[src/rtl/uart_packet_rx.sv]
// uart_packet_rx -- byte-stream deframer downstream of the UART receiver.
//
// Parses packets: sync (0x55), destination, length (0 means 256), payload.
// Payload bytes are re-emitted one clock after their input strobe, with
// start/end-of-packet markers; destination and length are held until the
// next header.
//
// Optional feature: define UART_PACKET_RX_TIMEOUT_EN to abort a packet whose
// inter-byte gap reaches TIMEOUT_CYCLES clocks (pulses opTimeout). Without
// the macro, opTimeout is tied 0 and a truncated packet waits indefinitely.
//
// Ports:
//   ipClk, ipReset        clock, async active-high reset
//   ipRxData, ipRxValid   received byte + single-cycle strobe
//   opDestination         destination byte of current packet
//   opLength              payload length 1..256
//   opData, opValid       payload byte + strobe
//   opSoP, opEoP          first / last payload byte markers (with opValid)
//   opTimeout             1-cycle pulse on timeout abort
module uart_packet_rx #(
  parameter int unsigned TIMEOUT_CYCLES = 43400
) (
  input  logic       ipClk,
  input  logic       ipReset,
  input  logic [7:0] ipRxData,
  input  logic       ipRxValid,
  output logic [7:0] opDestination,
  output logic [8:0] opLength,
  output logic [7:0] opData,
  output logic       opValid,
  output logic       opSoP,
  output logic       opEoP,
  output logic       opTimeout
);

  typedef enum logic [1:0] {IDLE, GET_DEST, GET_LEN, GET_DATA} state_t;

  state_t     state;
  logic [8:0] cnt;     // payload bytes still expected
  logic [8:0] len_dec; // length byte with 0 decoded as 256

  assign len_dec = (ipRxData == 8'h00) ? 9'd256 : {1'b0, ipRxData};

`ifdef UART_PACKET_RX_TIMEOUT_EN
  localparam int GW = $clog2(TIMEOUT_CYCLES + 1);
  logic [GW-1:0] gap;
  logic          expire;

  // gap counts clocks since the last strobe; a strobe landing on the
  // expiry cycle wins, so the byte is processed and nothing is aborted.
  assign expire = (state != IDLE) && !ipRxValid &&
                  (gap == GW'(TIMEOUT_CYCLES - 1));
`else
  assign opTimeout = 1'b0;
`endif

  always_ff @(posedge ipClk or posedge ipReset) begin
    if (ipReset) begin
      state         <= IDLE;
      cnt           <= '0;
      opDestination <= '0;
      opLength      <= '0;
      opData        <= '0;
      opValid       <= 1'b0;
      opSoP         <= 1'b0;
      opEoP         <= 1'b0;
`ifdef UART_PACKET_RX_TIMEOUT_EN
      gap           <= '0;
      opTimeout     <= 1'b0;
`endif
    end else begin
      opValid <= 1'b0;
      opSoP   <= 1'b0;
      opEoP   <= 1'b0;
`ifdef UART_PACKET_RX_TIMEOUT_EN
      opTimeout <= 1'b0;
      if (state == IDLE || ipRxValid) gap <= '0;
      else                            gap <= gap + 1'b1;
      if (expire) begin
        state     <= IDLE;
        cnt       <= '0;
        opTimeout <= 1'b1;
      end else
`endif
      if (ipRxValid) begin
        case (state)
          IDLE: if (ipRxData == 8'h55) state <= GET_DEST;
          GET_DEST: begin
            opDestination <= ipRxData;
            state         <= GET_LEN;
          end
          GET_LEN: begin
            opLength <= len_dec;
            cnt      <= len_dec;
            state    <= GET_DATA;
          end
          GET_DATA: begin
            // 0x55 here is plain payload, never a resync
            opData  <= ipRxData;
            opValid <= 1'b1;
            opSoP   <= (cnt == opLength);
            opEoP   <= (cnt == 9'd1);
            cnt     <= cnt - 9'd1;
            if (cnt == 9'd1) state <= IDLE;
          end
          default: state <= IDLE;
        endcase
      end
    end
  end

endmodule
[config.mk]
export PLATFORM = sky130hd
export DESIGN_NAME = uart_packet_rx
export DESIGN_NICKNAME = d
export VERILOG_FILES = /design/src/rtl/uart_packet_rx.sv
export SDC_FILE = /design/constraint.sdc
export NUM_CORES = 1
export LEC_CHECK = 0
export CAP_MARGIN = 20
export CORE_ASPECT_RATIO = 0.6
export CORE_MARGIN = 5
export CORE_UTILIZATION = 54
export CTS_CLUSTER_SIZE = 40
export DETAILED_ROUTE_END_ITERATION = 6
export PLACE_DENSITY = 0.84
export SYNTH_ARGS = -nofsm -noshare
export SYNTH_HDL_FRONTEND = slang
export SYNTH_SLANG_ARGS = --single-unit
export TNS_END_PERCENT = 20
[constraint.sdc]
create_clock -name ipClk -period 2.73 [get_ports ipClk]
set_input_delay 0.4095 -clock ipClk [delete_from_list [all_inputs] [get_ports ipClk]]
set_output_delay 0.4095 -clock ipClk [all_outputs]
set_load 0.01 [all_outputs]
==> metrics.txt <==
Slowest Stage Delay on Critical Path 0.59 ns; most frequent cells in the layout dfrtp_1 (39), clkdlybuf4s50_1 (38), mux2_2 (25); synthesized area 1890 µm²; cell chosen for the clock root clkbuf_8; Mapped Nets 176; Tot GR Track Use 20.4%; Hold-fix buffers, CTS 0; Max IR drop VDD 0.739 mV; largest net degree at the start of global routing 40; first-pass iteration count of the detailed router 4; routed vias/inst 5.68; Hold Slack 0.516 ns; Tcrit/Tclk final 72.7%; initial core utilization 57.3%; die height 55.8 µm; CTS tree built; num ports 40; Yosys cell types 34; Port Buffers 38; reg2reg start cnt[1]; number of global-route vias before repair 1504; Power Density 1250 nW/µm²; sequential area share after synthesis 51.6%; Static Leak 1.01 nW; Slew headroom 64.9%; Cells after Synth 159; Crit-path slowest cell or4_1; Syn Area/Cell 11.9 µm²; Hold Fails Final Rpt 0; first-pass GRT wire length 7.70 mm; CP Cell Sequence clkdlybuf4s50_1 > or4_1 > o21ai_1 > nand3_2 > mux2_4; DIE WIDTH 86.4 µm; pre-CTS setup slack 0.457 ns; core area 3300 µm²; Yosys warning total 0; outcome complete, no violations; number of max-cap violations 0; Final Critical Period 1.99 ns; layout cell share with drive strength beyond 1 19.7%; DP HPWL 3.29 mm; routed len/inst 18.8 µm; Die ar. 4830 µm²; total vias in the final route 1381; remaining antenna violation count after routing 0; antenna violations before repair 0; synthesis-stage register bit count 39; final setup margin 0.744 ns; WP data arrival 2.15 ns; data required time of the critical path 2.90 ns; GP Congestion 0.944; Final Max Tran Viols 0; min-delay src opDestination[5]; Peak Freq 0.504 GHz; Post-layout nets 214; Layout area overhead 27.4%; CTS Sinks 39; Clock Latency Late Sink 0.30 ns; area fraction of the dominant cell type after synthesis 51.6%; unrepaired setup endpoints after global routing no; Worst Hold Class reg -> reg; Starting DRT DRC Count 184; deepest clock path buffer count 2; setup violators final 0; Fin Setup TNS 0 ns; filler instances 234; cts repair resizes 0; top cells by area, synth dfrtp_1 (52%), mux2_2 (15%), ha_1 (4.0%), xnor2_1 (3.7%), mux2i_1 (2.6%); clk slew on worst S/H paths 0.07 ns; DRT Wirelength 4.57 mm; Slew @ Worst Pin 0.525 ns; CTS Buf Count 5; diodes inserted 0; cell taking the most area after synthesis dfrtp_1; row count 16; most common cell after layout, fill and taps aside dfrtp_1; critical path startpoint category input pin; Cell Area, Placed 2290 µm²; Post-CTS Repair Setup Buffers 0; CP Launch Point ipRxData[5]; Critical Path Fanout Max 5; post-route cell area 2410 µm²; total gr overflow 0; Layout Skew 0.0142 ns; H-tree Lvls 2; Crit Path Category in -> reg; nature of the critical path endpoint flip-flop; DRC 0; Final Power 3.01 mW
## metal layers
metal	up-vias	global-route usage [%]	routed length, µm
met5	-	0	0
met4	0	5.33	15
met3	4	6.66	433
met2	66	30.2	2100
met1	667	28.6	2020
li1	644	-	-
## final timing paths
check                                   endpoint  slack (ns)  depth (start not counted)
worst max-delay path                    state[1]        0.74                          5
worst min-delay path            opDestination[5]        0.52                          1
worst max register to register          state[1]        0.81                          6
worst min register to register  opDestination[5]        0.52                          1
max in group asynchronous       opDestination[1]        1.85                          3
min in group asynchronous            opLength[0]        0.53                          3
## registers in the layout (all words and copies together) (netlist names)
register	cells
cnt	9
opData	8
opDestination	8
opEoP	1
opLength	9
opSoP	1
opValid	1
state	2
## power breakdown
part	leakage [nW]	internal, mW	switching, mW
Clock	0.0618	0.301	0.210
Sequential	0.465	0.852	0.282
Combinational	0.487	0.775	0.592
## cell usage after synthesis (all sizes together)
cell / number
a21oi: 8
a221o: 1
a32oi: 1
buf: 4
clkbuf: 4
conb: 1
dfrtp: 39
ha: 6
inv: 6
mux2: 26
mux2i: 5
nand2: 9
nand2b: 2
nand3: 4
nand3b: 1
nand4: 3
nor2: 6
nor3: 2
nor3b: 1
nor4: 2
o21a: 1
o21ai: 6
o22ai: 7
or4: 4
or4b: 1
xnor2: 8
xor2: 1
## metrics by stage
stage	instances	util [%]
2_1_floorplan	159	-
3_3_place_gp	235	69.3
3_5_place_dp	235	69.3
4_1_cts	243	73.0
5_1_grt	243	73.0
6_report	243	73.0
## critical path, delay by kind of cell
family	cells	cell delay (ns)
buffers and inverters	1	0.50
AO/OA/AOI/OAI	1	0.20
multiplexers	1	0.34
AND/OR/NAND/NOR	2	0.71
## area by class of cell
| cell class | count | area [µm²] | area share [%] |
|---|---|---|---|
| clock buffers | 6 | 82.6 | 3.43 |
| multi-input cells | 106 | 846 | 35.1 |
| repair buffers | 39 | 388 | 16.1 |
| well taps | 45 | 56.3 | 2.34 |
| clock inverters | 2 | 38.8 | 1.61 |
| flip-flops and latches | 39 | 976 | 40.5 |
| inverters | 6 | 22.5 | 0.935 |
## kinds of logic after synthesis
| kind of cell | share of synthesized area (%) |
|---|---|
| DFF | 51.6 |
| xor gates and xnor gates | 4.17 |
| buffers and inverters | 3.70 |
| adders and majority gates | 3.97 |
| and+or+nand+nor | 10.4 |
| AOI/OAI and AO/OA | 7.61 |
| other | 0.198 |
| muxes | 18.3 |
(Power assumes the default switching activity.)
